<file path="src/rtl/store_to_fetch_receiver.sv">
// store_to_fetch_receiver
// Accepts redirect packets from the store stage over a flag/ack bus and
// buffers them in a 2-entry FIFO. The FIFO head is presented to the fetch core.
// Packet layout: {tid[TID_W-1:0], pc[ADDR_W-1:0]}, tid in the MSBs.
// Optional statistics counters are enabled by defining STF_RX_STATS_EN.
//
// Handshakes:
//   Store side (flag/ack): the sender holds bus_can_receive=1 with stable
//   bus_data until it sees bus_ack. The packet is written on the edge that
//   leaves IDLE. ACK drives bus_ack for one cycle. SETTLE ignores the flag
//   for one more cycle while the sender clears it. Accepts are therefore at
//   least 3 cycles apart, and one packet is never taken twice.
//   Fetch side (valid/ready): an entry pops on every edge where
//   redir_valid=1 and redir_ready=1. redir_ready has no effect while
//   redir_valid=0.
module store_to_fetch_receiver #(
  parameter int ADDR_W = 32,
  parameter int TID_W  = 4
) (
  input  logic                    clk,
  input  logic                    reset,
  input  logic                    bus_can_receive,
  input  logic [TID_W+ADDR_W-1:0] bus_data,
  output logic                    bus_ack,
  output logic                    redir_valid,
  output logic [ADDR_W-1:0]       redir_pc,
  output logic [TID_W-1:0]        redir_tid,
  input  logic                    redir_ready,
  output logic [15:0]             rx_count,
  output logic [15:0]             stall_count,
  output logic [1:0]              dbg_state_o
);

  localparam int PKT_W = TID_W + ADDR_W;

  typedef enum logic [1:0] {
    ST_IDLE   = 2'd0,
    ST_ACK    = 2'd1,
    ST_SETTLE = 2'd2
  } state_e;

  state_e           state_q, state_d;
  logic [PKT_W-1:0] mem0_q, mem1_q;
  logic             wr_ptr_q, rd_ptr_q;
  logic [1:0]       count_q, count_d;
  logic             fifo_full;
  logic             accept;
  logic             pop;
  logic [PKT_W-1:0] head;

  // Full is taken from the registered count, before any same-edge pop.
  assign fifo_full   = (count_q == 2'd2);
  assign accept      = (state_q == ST_IDLE) && bus_can_receive && !fifo_full;
  assign redir_valid = (count_q != 2'd0);
  assign pop         = redir_valid && redir_ready;
  assign dbg_state_o = state_q;

  // The head is read combinationally; the output is zero while the FIFO is empty.
  assign head      = rd_ptr_q ? mem1_q : mem0_q;
  assign redir_pc  = redir_valid ? head[ADDR_W-1:0] : '0;
  assign redir_tid = redir_valid ? head[PKT_W-1 -: TID_W] : '0;

  // State register for the bus handshake FSM.
  always_ff @(posedge clk or posedge reset) begin
    if (reset) state_q <= ST_IDLE;
    else       state_q <= state_d;
  end

  // Next-state logic and the ack output.
  always_comb begin
    state_d = state_q;
    bus_ack = 1'b0;
    case (state_q)
      ST_IDLE:   if (accept) state_d = ST_ACK;
      ST_ACK: begin
        bus_ack = 1'b1;
        state_d = ST_SETTLE;
      end
      ST_SETTLE: state_d = ST_IDLE;
      default:   state_d = ST_IDLE;
    endcase
  end

  // Occupancy update. A write and a pop on the same edge leave it unchanged.
  always_comb begin
    count_d = count_q;
    case ({accept, pop})
      2'b10:   count_d = count_q + 2'd1;
      2'b01:   count_d = count_q - 2'd1;
      default: count_d = count_q;
    endcase
  end

  // FIFO storage, 1-bit pointers that wrap modulo 2, and the occupancy register.
  always_ff @(posedge clk or posedge reset) begin
    if (reset) begin
      mem0_q   <= '0;
      mem1_q   <= '0;
      wr_ptr_q <= 1'b0;
      rd_ptr_q <= 1'b0;
      count_q  <= 2'd0;
    end else begin
      if (accept) begin
        if (wr_ptr_q) mem1_q <= bus_data;
        else          mem0_q <= bus_data;
        wr_ptr_q <= ~wr_ptr_q;
      end
      if (pop) rd_ptr_q <= ~rd_ptr_q;
      count_q <= count_d;
    end
  end

`ifdef STF_RX_STATS_EN
  logic [15:0] rx_count_q, stall_count_q;
  logic        stall;

  // A stall is a cycle in IDLE with a pending packet and a full FIFO.
  assign stall = (state_q == ST_IDLE) && bus_can_receive && fifo_full;

  // Accept and stall counters. Both saturate at 16'hFFFF.
  always_ff @(posedge clk or posedge reset) begin
    if (reset) begin
      rx_count_q    <= '0;
      stall_count_q <= '0;
    end else begin
      if (accept && (rx_count_q != 16'hFFFF))   rx_count_q    <= rx_count_q + 16'd1;
      if (stall && (stall_count_q != 16'hFFFF)) stall_count_q <= stall_count_q + 16'd1;
    end
  end

  assign rx_count    = rx_count_q;
  assign stall_count = stall_count_q;
`else
  assign rx_count    = '0;
  assign stall_count = '0;
`endif

endmodule

</file>
<file path="config.mk">
export PLATFORM = sky130hd
export DESIGN_NAME = store_to_fetch_receiver
export DESIGN_NICKNAME = d
export VERILOG_FILES = /design/src/rtl/store_to_fetch_receiver.sv
export SDC_FILE = /design/constraint.sdc
export NUM_CORES = 1
export LEC_CHECK = 0
export BUFFER_PORTS_ARGS = -buffer_cell sky130_fd_sc_hd__clkbuf_2
export CORE_MARGIN = 8
export CORE_UTILIZATION = 39
export DETAILED_ROUTE_END_ITERATION = 12
export PLACE_DENSITY = 0.74
export REMOVE_ABC_BUFFERS = 1
export SLEW_MARGIN = 30
export SYNTH_ARGS = -nofsm -noshare
export SYNTH_HDL_FRONTEND = slang
export SYNTH_SLANG_ARGS = --single-unit
</file>
<file path="constraint.sdc">
create_clock -name clk -period 3.5 [get_ports clk]
set_clock_uncertainty 0.1 [all_clocks]
set_input_delay 0.175 -clock clk [delete_from_list [all_inputs] [get_ports clk]]
set_output_delay 0.175 -clock clk [all_outputs]
set_load 0.01 [all_outputs]
</file>
==> results of run 1 <==
-- final cells by class --
class | instances | area (sq um) | share of cell area
clock buffers | 9 | 124 | 0.0257
clock inverters | 7 | 65.1 | 0.0135
inverters | 3 | 12.5 | 0.00259
multi-input cells | 192 | 1700 | 0.352
flip-flops and latches | 78 | 1960 | 0.405
well taps | 133 | 166 | 0.0345
repair buffers | 119 | 801 | 0.166
-- worst min path at each step --
stage	to	slack, ns	depth (start not counted)
finish	rd_ptr_q	0.07	3
global route	rd_ptr_q	0.1	3
CTS	rd_ptr_q	0.05	3
detailed placement	dbg_state_o[1]	0.24	2
global placement	mem0_q[1]	0.23	2
floorplan	mem0_q[0]	0.21	1
-- logic make-up (layout without fill, tap and decap cells) --
logic type               after synthesis  in the layout  share of synthesized area
adder cells (fa/ha/maj)                1              1                    0.00323
AND/OR/NAND/NOR                       46             46                     0.0597
other                                  1             32                   0.000967
multiplexers                         108            108                      0.331
flip-flops                            78             78                      0.503
buffers and inverters                 48            138                     0.0904
XOR/XNOR                               5              5                     0.0113
-- power groups by stage --
stage               Clock (mW)  Sequential (mW)  Combinational, mW
floorplan                    0             1.65               1.55
global placement             0             1.74               2.10
detailed placement           0             1.77               2.16
CTS                      0.680             1.76               2.19
global route             0.709             1.82               2.37
finish                   0.648             1.75               2.15
-- repair_timing --
| item | in CTS | in global routing |
|---|---|---|
| gates resized for setup | 0 | 0 |
| hold endpoints to repair | 116 | 0 |
| hold buffers | 37 | 0 |
-- tightest hold or removal path, stage by stage --
cell	delay [ns]
clkbuf_2	0.07
and2_1	0.15
xor2_1	0.07
-- stage by stage --
| step | instances | hold slack (ns) | power [mW] |
|---|---|---|---|
| 2_1_floorplan | 273 | 0.207 | 3.21 |
| 3_3_place_gp | 487 | 0.228 | 3.84 |
| 3_5_place_dp | 487 | 0.243 | 3.93 |
| 4_1_cts | 540 | 0.0545 | 4.63 |
| 5_1_grt | 541 | 0.0988 | 4.90 |
| 6_report | 541 | 0.0711 | 4.55 |
-- layer usage --
layer,vias up,GRT usage
li1,1137,-
met1,1183,0.139
met2,67,0.218
met3,10,0.0318
met4,0,0.0415
met5,-,0
-- state kept, by name, summed over array words and instances, names as in the netlist --
name	flops
rd_ptr_q	1
mem0_q	36
wr_ptr_q	1
count_q	2
dbg_state_o	2
mem1_q	36
-- cell usage in the layout (no fill, tap or decap), types with 2 or more instances in the layout --
cell           instances
clkbuf_2              79
nor2b_1                2
dlygate4sd3_1         37
conb_1                32
mux2i_1               36
xnor2_1                3
xor2_1                 2
mux2_1                 7
mux2_2                35
dfrtp_1               77
mux2_4                30
buf_4                  2
clkbuf_8               9
clkinvlp_4             2
inv_1                  2
clkinv_2               5
nor2_1                37
==> flow_metrics.tcl, run 1 <==
set metrics [dict create \
    period_needed_ns 2.10 \
    worstHoldPathType "input pin to flip-flop" \
    p_int_mw 2.89 \
    clk_latency_ns 0.33 \
    numPortBuffers 79 \
    rows 36 \
    r2r-end "mem0_q[3]" \
    ir_drop_mv 0.354 \
    synth_seq_cells 78 \
    detail-route-antenna-nets 0 \
    synth_ff_type "dfrtp_1" \
    worst_slew_pin_slew_ns 0.802 \
    seq_area_frac_synth 0.503 \
    hold_start "redir_ready" \
    place.gp.congestion 0.670 \
    fp.dieArea_sq_mm 0.0134 \
    synth_area_leaders "dfrtp_1, mux2_4, mux2_2" \
    timing.final.crit_share 0.600 \
    totalWireLength_microns 7970 \
    postCtsSetupRepairBufs 0 \
    die_h_microns 116 \
    fmax_mhz 476 \
    cts_made_buffers 9 \
    slew_violations 0 \
    place_ws_ns 1.19 \
    layout_setup_ws_ns 1.40 \
    overflow 0 \
    cts_num_sinks 78 \
    cp_top_family "simple AND/OR/NAND/NOR gates" \
    crit_chain "nor2_2, nand4b_4, mux2_1" \
    ioPinCount 112 \
    path_class "flip-flop to flip-flop" \
    cts_max_path_buffers 2 \
    regToRegSetupSlack_ns 1.40 \
    syn_to_final_growth_pct 24.4 \
    critPathRequiredTime_ns 3.61 \
    wl_met2_microns 4040 \
    finish.utilization 0.496 \
    htreeDepth 3 \
    via_count 2397 \
    path_clk_slew_ns 0.08 \
    grt_setup_unrepaired "false" \
    yosysUniqueCellTypes 22 \
    yosysMostFrequentCell "dfrtp_1" \
    synth_edf_count 0 \
    fillCellCount 878 \
    dr_wl_met3_microns 549 \
    synth_cells 287 \
    routedWlPerCell_microns 14.7 \
    startpoint "dbg_state_o[1]" \
    endpoint "mem0_q[3]" \
    path_buf_inv 0 \
    status "finished, final reports clean" \
    power_frac_clock 0.143 \
    drt-met1-wl_microns 3280 \
    p_sw_mw 1.65 \
    comb_power_share 0.473 \
    diodes 0 \
    initial_core_util 0.399 \
    worst_slew_margin_rel 0.465 \
    seq_power_share 0.385 \
    crit_cells 3 \
    drc 0 \
    drive_gt1_frac 0.417 \
    die_w_microns 116 \
    yosysWarnings 0 \
    dr.pass1.iters 4 \
    cap_violations 0 \
    setup_violations 0 \
    cts_tree "done" \
    max_stage_delay_ns 0.63 \
    syn_avg_cell_area_sq_um 13.5 \
    core-area_sq_mm 0.00973 \
    hold_viol 0 \
    first_iter_violations 64 \
    tns_ns 0 \
    power_switching_share 0.364 \
    p_per_area_mw_per_mm2 942 \
    place_hpwl_microns 5210 \
    final_nets 444 \
    path_max_fanout 36 \
    rr_startpoint "dbg_state_o[1]" \
    top_layer_used "met4" \
    r2r_cells 3 \
    grt_usage 0.122 \
    slowest_stage "nand4b_4" \
    arrival_ns 2.21 \
    setup.worst_path.start_class "flip-flop" \
    cts_root_buffer "clkbuf_8" \
    grt_max_degree 48 \
    async_flop_share 1.00 \
    syn-cell-area_sq_mm 0.00388 \
    grt_pass1_vias 2657 \
    post_dp_cell_area_sq_mm 0.00424 \
    grt_pass1_wl_microns 13000 \
    vias_per_cell 4.43 \
    synth_top_area_cell "dfrtp_1" \
    antenna_found_initial 0 \
    design_area_sq_mm 0.00482 \
    synth.top_cells.by_count "dfrtp_1, nor2_1, mux2i_1, mux2_2, buf_4" \
    crit_path_end_kind "flip-flop" \
    synth_top_cell_area_share 0.503 \
    leakagePower_nw 2.47 \
]
Power figures use the tool's default switching activity.
==> inputs of run 2 (changes only) <==
--- a/config.mk
+++ b/config.mk
@@ -5,11 +5,12 @@
 export SDC_FILE = /design/constraint.sdc
 export NUM_CORES = 1
 export LEC_CHECK = 0
+export ABC_AREA = 1
 export BUFFER_PORTS_ARGS = -buffer_cell sky130_fd_sc_hd__clkbuf_2
 export CORE_MARGIN = 8
 export CORE_UTILIZATION = 39
 export DETAILED_ROUTE_END_ITERATION = 12
-export PLACE_DENSITY = 0.74
+export PLACE_DENSITY = 0.76
 export REMOVE_ABC_BUFFERS = 1
 export SLEW_MARGIN = 30
 export SYNTH_ARGS = -nofsm -noshare
==> constraint.sdc (replaced) <==
create_clock -name clk -period 1.9 [get_ports clk]
set_clock_uncertainty 0.1 [all_clocks]
set_input_delay 0.095 -clock clk [delete_from_list [all_inputs] [get_ports clk]]
set_output_delay 0.095 -clock clk [all_outputs]
set_load 0.01 [all_outputs]
==> flow_metrics.tcl, run 2 <==
set metrics [dict create \
    final_common_cell "nand2_1" \
    async_flop_share 1.00 \
    p_per_area_mw_per_mm2 1650 \
    ioPinCount 112 \
    cts_num_sinks 78 \
    top_regs "mem0_q x36, mem1_q x36" \
    slowest_stage "dfrtp_1" \
    first_iter_violations 223 \
    htreeDepth 3 \
    placed_cells 692 \
    cts_max_path_buffers 2 \
    layout_common_cells "nand2_1, clkbuf_2, dfrtp_1, nand3_1, dlygate4sd3_1" \
    leakagePower_nw 2.63 \
    cp_top_family "simple AND/OR/NAND/NOR gates" \
    fmax_mhz 579 \
    slew_violations 0 \
    die_h_microns 116 \
    ir_drop_mv 0.684 \
    synth_ff_type "dfrtp_1" \
    detail-route-antenna-nets 0 \
    critPathRequiredTime_ns 2.03 \
    hold_start "redir_ready" \
    period_needed_ns 1.73 \
    initial_core_util 0.400 \
    totalWireLength_microns 10500 \
    grt_max_degree 74 \
    comb_power_share 0.501 \
    syn_to_final_growth_pct 24.9 \
    arrival_ns 1.86 \
    path_buf_inv 2 \
    die_w_microns 116 \
    power_switching_share 0.452 \
    rows 36 \
    numPortBuffers 79 \
    diodes 0 \
    grt_pass1_wl_microns 17200 \
    seq_area_frac_synth 0.501 \
    final_cells 745 \
    synth_area_leaders "dfrtp_1, nand2_1, nand3_1" \
    yosysUniqueCellTypes 20 \
    tns_ns 0 \
    synth.top_cells.by_count "nand2_1, dfrtp_1, nand3_1, a21oi_1, buf_4" \
    p_sw_mw 3.63 \
    p_int_mw 4.40 \
    cts_tree "done" \
    yosysWarnings 0 \
    cap_violations 0 \
    drc 0 \
    core-area_sq_mm 0.00973 \
    status "finished, final reports clean" \
    path_class "flip-flop to flip-flop" \
    dr.pass1.iters 4 \
    synth_top_area_cell "dfrtp_1" \
    antenna_found_initial 0 \
    max_stage_delay_ns 0.42 \
    cts_root_buffer "clkbuf_8" \
    yosysMostFrequentCell "nand2_1" \
    drive_gt1_frac 0.199 \
    hold_viol 0 \
    path_clk_slew_ns 0.09 \
    syn_avg_cell_area_sq_um 7.84 \
    synth_seq_cells 78 \
    synth_edf_count 0 \
    clk_latency_ns 0.34 \
    cts_made_buffers 9 \
    startpoint "dbg_state_o[1]" \
    setup.worst_path.start_class "flip-flop" \
    power_frac_clock 0.142 \
    grt_usage 0.161 \
    seq_power_share 0.357 \
    grt_setup_unrepaired "false" \
    via_count 3523 \
    place_hpwl_microns 6850 \
    path_max_fanout 4 \
    grt_pass1_vias 3555 \
    synth_cells 497 \
    rr_startpoint "dbg_state_o[1]" \
    synth_top_cell_area_share 0.501 \
    vias_per_cell 4.73 \
    routedWlPerCell_microns 14.1 \
    fp.dieArea_sq_mm 0.0134 \
    worstHoldPathType "input pin to flip-flop" \
    crit_chain "nor2_2, nand2_1, nor2_4, inv_2, ha_1, inv_1, nand3_1, xnor2_1" \
    overflow 0 \
    crit_path_end_kind "flip-flop" \
    total_power_mw 8.04 \
    syn-cell-area_sq_mm 0.00390 \
    final_nets 648 \
    timing.final.crit_share 0.909 \
    place.gp.congestion 0.742 \
    setup_violations 0 \
]
==> run 2: changes by cell type in the layout (fill, tap and decap cells not counted), sizes merged, moves of 2 or more <==
cell | before | now
nand2 | 0 | 222
mux2 | 72 | 0
nand3 | 1 | 73
a21oi | 0 | 36
mux2i | 36 | 0
nor2 | 39 | 6
buf | 3 | 16
inv | 2 | 9
clkinv | 5 | 7
nor2b | 2 | 0
==> run 2: metrics by stage <==
stage | hold slack (ns) | utilization | worst slack, ns | instance area (sq um)
after detailed placement | -0.0126 | 0.443 | 0.187 | 4310
final | 0.0475 | 0.500 | 0.172 | 4870
after CTS | 0.0432 | 0.500 | 0.0583 | 4860
after floorplan | 0.133 | - | -1.02 | 3590
after global routing | 0.0405 | 0.500 | 0.0650 | 4870
after global placement | -0.0226 | 0.443 | 0.237 | 4310
==> run 2: worst paths after layout <==
path | end | slack (ns) | cells after the start
max reg2reg | count_q[1] | 0.17 | 8
max | count_q[1] | 0.17 | 8
min in group asynchronous | mem1_q[32] | 0.18 | 3
min | rd_ptr_q | 0.05 | 4
max in group asynchronous | mem1_q[1] | 0.89 | 4
min reg2reg | mem0_q[2] | 0.38 | 2
==> run 2: final cells by class <==
cell class,count,area (sq um)
flip-flops and latches,78,1950
fillers,925,4860
repair buffers,132,915
inverters,11,42.5
clock inverters,6,47.5
multi-input cells,375,1610
clock buffers,10,138
well taps,133,166
==> run 2: worst min-delay path, delay by kind of cell <==
kind                      cells  cell delay [ns]
buffers and inverters         2             0.15
xor gates and xnor gates      1             0.13
and+or+nand+nor               1             0.08
==> run 2: cell families (layout without fill, tap and decap cells) <==
| family | after synthesis | count (layout) | share of synthesized area |
|---|---|---|---|
| simple gates | 303 | 303 | 0.322 |
| flops | 78 | 78 | 0.501 |
| fa+ha+maj | 1 | 1 | 0.00321 |
| compound gates | 36 | 36 | 0.0462 |
| buf+inv | 75 | 159 | 0.120 |
| other cells | 1 | 32 | 0.000962 |
| xor+xnor | 3 | 3 | 0.00674 |
==> run 2: what timing repair did <==
action	CTS	global route
gates resized for setup	0	1
hold buffers	37	0
hold endpoints to repair	130	0
setup endpoints to repair	0	9
buffers inserted	0	0
==> run 2: power by group through the flow <==
stage	Clock (mW)	Sequential (mW)	Combinational (mW)
2_1_floorplan	0	2.94	2.30
3_3_place_gp	0	2.86	3.90
3_5_place_dp	0	2.90	3.99
4_1_cts	1.18	2.87	4.07
5_1_grt	1.25	2.96	4.53
6_report	1.14	2.87	4.02
==> run 2: layer usage <==
layer,vias to the layer above,track usage,part of all wire
li1,1728,-,-
met4,0,0.0579,0.0090
met5,-,0,0
met2,127,0.276,0.50
met3,9,0.0438,0.081
met1,1659,0.189,0.41
